$ cat config.mk
export PLATFORM = sky130hd
export DESIGN_NAME = nibble_rx
export DESIGN_NICKNAME = d
export VERILOG_FILES = /design/src/rtl/nibble_rx.sv
export SDC_FILE = /design/constraint.sdc
export NUM_CORES = 1
export LEC_CHECK = 0
export ABC_AREA = 1
export CORE_UTILIZATION = 50
export CTS_CLUSTER_DIAMETER = 100
export DETAILED_ROUTE_END_ITERATION = 10
export PLACE_DENSITY = 0.86
export SYNTH_ARGS = -nofsm -noshare
export SYNTH_HDL_FRONTEND = slang
export SYNTH_SLANG_ARGS = --single-unit
$ cat constraint.sdc
create_clock -name clk -period 1.4 [get_ports clk]
set_input_delay 0.35 -clock clk [delete_from_list [all_inputs] [get_ports clk]]
set_output_delay 0.35 -clock clk [all_outputs]
set_load 0.01 [all_outputs]
$ cat src/rtl/nibble_rx.sv
// rtl/nibble_rx.sv - framed serial nibble receiver with parity/stop checks and a one-entry output buffer
module nibble_rx #(
  parameter bit PARITY_ODD     = 1'b0,
  parameter bit DATA_MSB_FIRST = 1'b0
) (
  input  logic       clk,
  input  logic       rst_n,
  input  logic       bit_en,
  input  logic       sdi,
  output logic [3:0] nib_out,
  output logic       nib_valid,
  input  logic       nib_ready,
  output logic       par_err,
  output logic       frm_err,
  output logic       ovr_err
);

  typedef enum logic [1:0] {
    S_IDLE = 2'd0,
    S_DATA = 2'd1,
    S_PAR  = 2'd2,
    S_STOP = 2'd3
  } state_t;

  state_t     state_q, state_d;
  logic [3:0] shift_q, shift_d;
  logic [1:0] cnt_q, cnt_d;
  logic       par_bad_q, par_bad_d;
  logic [3:0] nib_q, nib_d;
  logic       valid_q, valid_d;
  logic       par_err_q, par_err_d;
  logic       frm_err_q, frm_err_d;
  logic       ovr_err_q, ovr_err_d;
  logic       stop_evt;
  logic       buf_free;
  logic       load;

  always_ff @(posedge clk) begin
    if (!rst_n) begin
      state_q <= S_IDLE;
    end else begin
      state_q <= state_d;
    end
  end

  always_comb begin
    state_d = state_q;
    case (state_q)
      S_IDLE:  if (bit_en && !sdi) state_d = S_DATA;
      S_DATA:  if (bit_en && (cnt_q == 2'd3)) state_d = S_PAR;
      S_PAR:   if (bit_en) state_d = S_STOP;
      S_STOP:  if (bit_en) state_d = S_IDLE;
      default: state_d = S_IDLE;
    endcase
  end

  always_comb begin
    shift_d   = shift_q;
    cnt_d     = cnt_q;
    par_bad_d = par_bad_q;
    stop_evt  = 1'b0;
    case (state_q)
      S_IDLE: begin
        if (bit_en && !sdi) cnt_d = 2'd0;
      end
      S_DATA: begin
        if (bit_en) begin
          shift_d = DATA_MSB_FIRST ? {shift_q[2:0], sdi} : {sdi, shift_q[3:1]};
          cnt_d   = cnt_q + 2'd1;
        end
      end
      S_PAR: begin
        if (bit_en) par_bad_d = (((^shift_q) ^ sdi) != PARITY_ODD);
      end
      S_STOP: begin
        stop_evt = bit_en;
      end
      default: begin
        stop_evt = 1'b0;
      end
    endcase
  end

  // Priority on the stop strobe: framing, then parity, then buffer availability.
  assign buf_free  = !valid_q || nib_ready;
  assign load      = stop_evt && sdi && !par_bad_q && buf_free;
  assign frm_err_d = stop_evt && !sdi;
  assign par_err_d = stop_evt && sdi && par_bad_q;
  assign ovr_err_d = stop_evt && sdi && !par_bad_q && !buf_free;

  always_comb begin
    nib_d   = nib_q;
    valid_d = valid_q;
    if (load) begin
      nib_d   = shift_q;
      valid_d = 1'b1;
    end else if (valid_q && nib_ready) begin
      valid_d = 1'b0;
    end
  end

  always_ff @(posedge clk) begin
    if (!rst_n) begin
      shift_q   <= 4'h0;
      cnt_q     <= 2'd0;
      par_bad_q <= 1'b0;
      nib_q     <= 4'h0;
      valid_q   <= 1'b0;
      par_err_q <= 1'b0;
      frm_err_q <= 1'b0;
      ovr_err_q <= 1'b0;
    end else begin
      shift_q   <= shift_d;
      cnt_q     <= cnt_d;
      par_bad_q <= par_bad_d;
      nib_q     <= nib_d;
      valid_q   <= valid_d;
      par_err_q <= par_err_d;
      frm_err_q <= frm_err_d;
      ovr_err_q <= ovr_err_d;
    end
  end

  assign nib_out   = nib_q;
  assign nib_valid = valid_q;
  assign par_err   = par_err_q;
  assign frm_err   = frm_err_q;
  assign ovr_err   = ovr_err_q;

endmodule

Word-level counts from Yosys, hierarchy flattened
Cells that the tools add are included.

word-level totals
  flip-flop bits (word level) = 17
  input bits = 5
  output and inout port bits = 8
  logic and storage cells = 53

cells by class
  add/subtract/negate cells = 1
  equality and inequality tests = 9
  multiplexer cells = 11
  bitwise gates (word level) = 1
  reductions and logical operators = 22

operators by type and width
  kind                 number
  $mux 2               6
  $ne 2x2->1 const B   5
  $logic_and 1x1->1    9
  $pmux 2 s4           1
  $eq 2x2->1 const B   3
  $logic_not 1->1      4
  $pmux 2 s2           1
  $reduce_and 2->1     2
  $reduce_and 4->1     1
  $reduce_bool 2->1    2
  $reduce_xor 4->1     1
  $mux 1               3
  $reduce_and 3->1     1
  $add 2x1->2 const B  1
  $eq 2x1->1 const B   1
  $logic_not 2->1      1
  $logic_or 1x1->1     1
  $xor 1x1->1          1

Longest topological paths before layout
  word-level depth = 6
  gate-level depth with buffers = 9
  gate-level depth less buffers = 9

Worst setup path before layout
OpenSTA, ideal clock, no wires.

  path kind = flip-flop to flip-flop
  start = register state_q[1]
  end = register cnt_q[0]
  library setup time = 0.118 ns
  data arrival time = 1.133 ns
  required time = 1.282 ns
  slack = 0.149 ns
  stages on the path, launching flop included = 9
  buffers on the path = 0
  clock period less this slack = 1.251 ns
  path through = dfxtp_1 inv_1 ha_1 nand2_2 inv_2 a21oi_1 nor2_1 o21ai_1 nor2_1

between the ends
  longest elaborated chain between the ends = 3
  elaborated cells on any way between the ends = 7
  those cells by class = eq/ne: 3; mux: 1; reduce/logical: 3

RTL lines
  item                                                              line  source
  start: declaration                                                25    state_t state_q, state_d;
  start signal: assignment                                          42    state_q <= state_d;
  $eq 2x1->1 or $logic_not 2->1 (tied branches)                     62    case (state_q)
  $ne 2x2->1 (no source line) or $reduce_bool 2->1 (tied branches)  -
  $reduce_and 3->1 (no source line)                                 -
  end signal: assignment                                            114   cnt_q <= cnt_d;
  end: declaration                                                  27    logic [1:0] cnt_q, cnt_d;

Several ways; a longest one is shown, not always the timed one.
A chain may end at the register's enable or synchronous reset.

Worst setup path after layout
  start = register state_q[0]
  end = register nib_q[1] (netlist: nib_out[1])

between the ends
  longest elaborated chain between the ends = 5

RTL lines
  item                            line  source
  $eq 2x2->1                      62
  $mux 1                          62
  $logic_and 1x1->1 (3 in a row)  86    assign load = stop_evt && sdi && !par_bad_q && buf_free;
  end signal: assignment          116   nib_q <= nib_d;
  end: declaration                29    logic [3:0] nib_q, nib_d;

Every way passes these cells.

==> impl_metrics.sql <==
INSERT INTO impl_metrics (metric_group, metric, value, unit) VALUES
('status', 'run_status', 'finished clean', ''),
('setup_path', 'timing.critical_path.slowest_stage_cell', 'sky130_fd_sc_hd__dfxtp_2', ''),
('worst_hold_path', 'min-delay-path-class', 'in -> reg', ''),
('setup_path', 'crit_arrival', '1480', 'ps'),
('power_and_ir_drop', 'cellLeakagePower', '0.000498', 'uW'),
('timing', 'final_report_hold_violation_count', '0', ''),
('power_and_ir_drop', 'p_int', '939', 'uW'),
('synth', 'syn-cell-area', '802', 'um2'),
('grt', 'global_route_wire_length_before_repair', '2560', 'um'),
('cts', 'ctsHtreeMaxLevel', '1', ''),
('run', 'cap_viol_max_count', '0', ''),
('timing', 'slew_viol_final', '0', ''),
('layout', 'insertedDiodeCount', '0', ''),
('routing', 'vias', '746', ''),
('floorplan', 'die_area', '1770', 'um2'),
('floorplan', 'die_w', '42.1', 'um'),
('setup_path', 'critical-path-top-cell-by-count', 'sky130_fd_sc_hd__nand2_1', ''),
('synth', 'synthesis.yosys.warnings', '0', ''),
('routing', 'route.detailed.vias_per_inst', '5.04', ''),
('synth', 'synth_compound_gate_area_share', '12.5', '%'),
('layout', 'syn2layout_area_growth', '26.8', '%'),
('routing', 'routed_wl', '1500', 'um'),
('grt', 'groute.usage.overall', '18.7', '%'),
('setup_path', 'sort_of_element_at_the_end_of_the_critical_path', 'flop', ''),
('setup_path', 'worst_setup_path_start_kind', 'flop', ''),
('synth', 'post_synthesis_sequential_element_count', '17', ''),
('power_and_ir_drop', 'power.share.switching', '39.0', '%'),
('timing', 'worst_slew_pin_slew', '335', 'ps'),
('timing', 'layout_worst_path_cycle_share', '94.1', '%'),
('place', 'post-dp-hpwl', '1160', 'um'),
('timing', 'timing.final.setup_violations', '0', ''),
('layout', 'flip_flop_and_latch_area', '343', 'um2'),
('layout', 'final_util', '67.5', '%'),
('power_and_ir_drop', 'combinationalPowerShare', '40.1', '%'),
('timing', 'finClkSkew', '13.3', 'ps'),
('grt', 'antenna_violations_before_repair', '0', ''),
('floorplan', 'ios', '13', ''),
('cts', 'cts.reportedPaths.clkPinSlew', '110', 'ps'),
('setup_path', 'cp_cell_sequence', 'ha_1 > nand3_1 > nor2_4 > nand2_1 > nand2_1 > a21oi_1', ''),
('cts', 'cts_tree', 'done', ''),
('timing', 'fmax', '759', 'MHz'),
('synth', 'netlist_cell_types', '15', ''),
('layout', 'layout.filler_cells', '130', ''),
('floorplan', 'dieHeight', '42.1', 'um'),
('routing', 'route.antenna.remaining_nets', '0', ''),
('cts', 'postCtsSetupRepairBufs', '0', ''),
('synth', 'synth_fa_ha_area_share', '7.80', '%'),
('power_and_ir_drop', 'pwr-share-clk', '16.8', '%'),
('place', 'portBuffers', '12', ''),
('timing', 'hold-worst-slack', '432', 'ps'),
('timing', 'max-slew-margin-rel', '77.6', '%'),
('place', 'gp_congestion', '0.740', ''),
('timing', 'layout_min_cycle_time', '1320', 'ps'),
('power_and_ir_drop', 'p_per_area', '1510', 'nW/um2'),
('grt', 'via_count_of_the_first_global_routing_pass', '671', ''),
('layout', 'design.final.nets', '143', ''),
('cts', 'clock_sink_count', '17', ''),
('setup_path', 'worst-path-max-fanout', '6', ''),
('synth', 'muxShareOfSynthArea', '0', '%'),
('setup_path', 'critPathRequiredTime', '1560', 'ps'),
('synth', 'syn_avg_cell_area', '7.23', 'um2'),
('synth', 'synth_nets', '121', ''),
('layout', 'final_cell_mix', 'sky130_fd_sc_hd__nand2_1 (23), sky130_fd_sc_hd__inv_1 (17), sky130_fd_sc_hd__dfxtp_1 (15)', ''),
('layout', 'layout_commonest_cell', 'sky130_fd_sc_hd__nand2_1', ''),
('layout', 'drive_gt1_share', '14.4', '%'),
('cts', 'numCtsBuffers', '3', ''),
('grt', 'grt_overflow_total', '0', ''),
('synth', 'synth_sequential_area_ratio', '42.4', '%'),
('routing', 'number_of_drc_markers_in_iteration_0', '7', ''),
('routing', 'firstDrtPassIters', '4', ''),
('synth', 'synth-simple-area-share', '27.0', '%');
[power by group through the flow]
stage | registers, uW | logic [uW] | clock network [uW]
final | 664 | 617 | 259
after global routing | 675 | 717 | 288
after floorplan | 640 | 445 | 0
after CTS | 649 | 581 | 264
after global placement | 655 | 546 | 0
after detailed placement | 659 | 580 | 0
[cells in the mapped netlist]
master	number	area share (%)
sky130_fd_sc_hd__a21oi_1	14	8.7
sky130_fd_sc_hd__buf_6	1	1.4
sky130_fd_sc_hd__dfxtp_1	17	42
sky130_fd_sc_hd__ha_1	5	7.8
sky130_fd_sc_hd__inv_1	18	8.4
sky130_fd_sc_hd__inv_2	1	0.47
sky130_fd_sc_hd__nand2_1	23	11
sky130_fd_sc_hd__nand2_2	1	0.78
sky130_fd_sc_hd__nand3_1	12	7.5
sky130_fd_sc_hd__nand3b_1	1	0.94
sky130_fd_sc_hd__nor2_1	8	3.7
sky130_fd_sc_hd__nor2_4	1	1.4
sky130_fd_sc_hd__nor3_1	3	1.9
sky130_fd_sc_hd__o21ai_0	5	3.1
sky130_fd_sc_hd__o21ai_1	1	0.62
[worst max-delay path: cells and delay by family, from the launching register on]
family / cells / cell delay [ps]
fa+ha+maj: 1 / 200
simple gates: 4 / 540
flops: 1 / 400
compound gates: 1 / 50
[layer usage]
| metal | part of all wire [%] | track usage [%] | wire, um |
|---|---|---|---|
| met2 | 51 | 35.0 | 768 |
| met3 | 2.1 | 3.88 | 32 |
| met5 | 0 | 0 | 0 |
| met1 | 46 | 21.2 | 685 |
| met4 | 0.93 | 5.63 | 14 |
[area by class of cell]
cell class / instances / share of cell area, %
Clock buffer: 3 / 2.21
Timing Repair Buffer: 18 / 15.5
Sequential cell: 17 / 33.7
Multi-Input combinational cell: 74 / 39.1
Tap cell: 16 / 1.97
Clock inverter: 1 / 0.492
Inverter: 19 / 7.01
[cells by family (layout without fill, tap and decap cells)]
group | count (synthesis) | after routing
AOI/OAI and AO/OA | 20 | 20
DFF | 17 | 17
and+or+nand+nor | 49 | 49
adders and majority gates | 5 | 5
buffers and inverters | 20 | 41
[repair_timing]
| action | in CTS | in global routing |
|---|---|---|
| gates resized for setup | 8 | 9 |
| hold buffers | 0 | 0 |
| pin swaps | 0 | 1 |
| endpoints found under the setup margin | 8 | 8 |
[metrics by stage]
stage	power [uW]	TNS (ps)	worst slack [ps]	cell area, um2	std cells
floorplan	1080	0	149	802	111
global placement	1200	-1980	-207	976	144
detailed placement	1240	-2540	-276	976	144
CTS	1490	0	13.0	993	148
global route	1680	-1.14	-1.14	1020	148
finish	1540	0	83.2	1020	148
[registers in the layout, indices dropped and copies added, names as in the netlist]
name	count
par_bad_q	1
state_q	2
par_err	1
cnt_q	2
frm_err	1
nib_out	4
shift_q	4
ovr_err	1
nib_valid	1
[worst paths after layout]
check,startpoint,endpoint,cells after the start,slack [ps]
setup / recovery,state_q[0],nib_out[1],6,80
hold / removal,bit_en,frm_err,3,430
setup reg to reg,state_q[0],nib_out[1],6,80
hold reg to reg,nib_out[0],nib_out[0],2,460
Note: power is estimated with default switching activity, not from simulation.
==> patch, RTL diff (config.mk and constraints unchanged) <==
`PARITY_ODD`: 1'b0 -> 1'b1.
--- a/src/rtl/nibble_rx.sv
+++ b/src/rtl/nibble_rx.sv
@@ -1,6 +1,6 @@
 // rtl/nibble_rx.sv - framed serial nibble receiver with parity/stop checks and a one-entry output buffer
 module nibble_rx #(
-  parameter bit PARITY_ODD     = 1'b0,
+  parameter bit PARITY_ODD     = 1'b1,
   parameter bit DATA_MSB_FIRST = 1'b0
 ) (
   input  logic       clk,
Function: changed (a bounded check fails within 10 cycles, from zero or initial values and one cycle with rst_n low).
==> patch against the unedited design <==
Final area is 2.8% higher. Worst setup slack worse by 0.028 ns. Non-clock buffer count is 4 higher. Sequential cell count stayed put. Power is 2.5% higher. Final cell count is 2.0% higher. Synthesized area is 0.78% higher. Routed wire length is 11% higher. Count of clock-buffer cells in the layout stayed put. Critical endpoint is now state_q[1]$_SDFFE_PN0P_. Highest routed layer unchanged.
==> patch: results (changes against the unedited design) <==
| Stage | Result | Reported | Delta |
|---|---|---|---|
| pwr | Comb. pwr | 652 uW | +5.7% |
| yosys | Number of distinct standard cells referenced by the synthesized netlist | 18 | +3 |
| pwr | Reported leakage power | 0.4944 nW | -0.74% |
| place | Dpl hpwl | 1.346 mm | +17% |
| cells and area | Nonclk buf count | 22 | +4 |
| hold path | Destination of the worst hold path | nib_out[0]$_SDFFE_PN0P_ |  |
| sta | Achievable frequency | 0.7434 GHz | -2.1% |
| sta | Normalized max-slew margin | 86.73% | +9.1 points |
| sta | Post-Route Skew | 0.002103 ns | -0.01124 ns |
| global route | Global-route wire length before repair | 2.987 mm | +17% |
| cells and area | Number of fillers in the final layout | 131 | +0.77% |
| yosys | Top cells by area in the synthesized netlist | sky130_fd_sc_hd__dfxtp_1 (42%), sky130_fd_sc_hd__nand2_1 (12%), sky130_fd_sc_hd__ha_1 (7.7%) |  |
| route | Wire per inst | 11.01 um | +8.7% |
| cells and area | Number of sequential cells | 17 | unchanged |
| global route | All-Layer GR Usage | 22.44% | +3.7 points |
| outcome | Run status | finished clean |  |
| global route | Maximum number of pins on one net before global-route repair | 11 | -1 |
| critical path | Reg-to-reg endpoint | state_q[1]$_SDFFE_PN0P_ |  |
| critical path | Maximum fanout count along the critical path | 4 | -2 |
| yosys | Syn Nets | 120 | -0.83% |
| hold path | Worst min-delay path category | flop to flop |  |
| route | Total routed wirelength | 1.663 mm | +11% |
| place | Worst slack after detailed placement | -0.2048 ns | +0.07091 ns |
| route | DR iter-0 viols | 17 | +10 |
| sta | Hold slack | 0.4600 ns | +0.02790 ns |
| critical path | Delay contributed by the slowest stage of the critical path | 0.52 ns | +0.12 ns |
| critical path | Cell family with most CP delay | buffers and inverters |  |
[patch: per-layer routing]
layer	wire length, um	share of wire, %	GRT usage [%]
met1	817	49	28.61
met2	767	46	34.46
met3	38	2.3	6.466
met4	40	2.4	11.25
met5	0	0	0
[patch: what timing repair did]
action | 4_1_cts | 5_1_grt
resized for setup | 8 | 5
cloned | 0 | 0
endpoints found under the setup margin | 8 | 7
[patch: cell families after synthesis]
group | count (synthesis) | synth area share [%]
AND/OR/NAND/NOR | 51 | 27.55
AO/OA/AOI/OAI | 20 | 13.31
flip-flops | 17 | 42.11
buffers and inverters | 15 | 7.119
adder cells (fa/ha/maj) | 5 | 7.740
XOR/XNOR | 2 | 2.168
[patch: through the flow]
step                instance area (um^2)  total power [mW]
finish                              1046             1.577
global route                        1046             1.732
CTS                                 1036             1.557
detailed placement                  1018             1.290
global placement                    1018             1.252
floorplan                          808.3             1.124
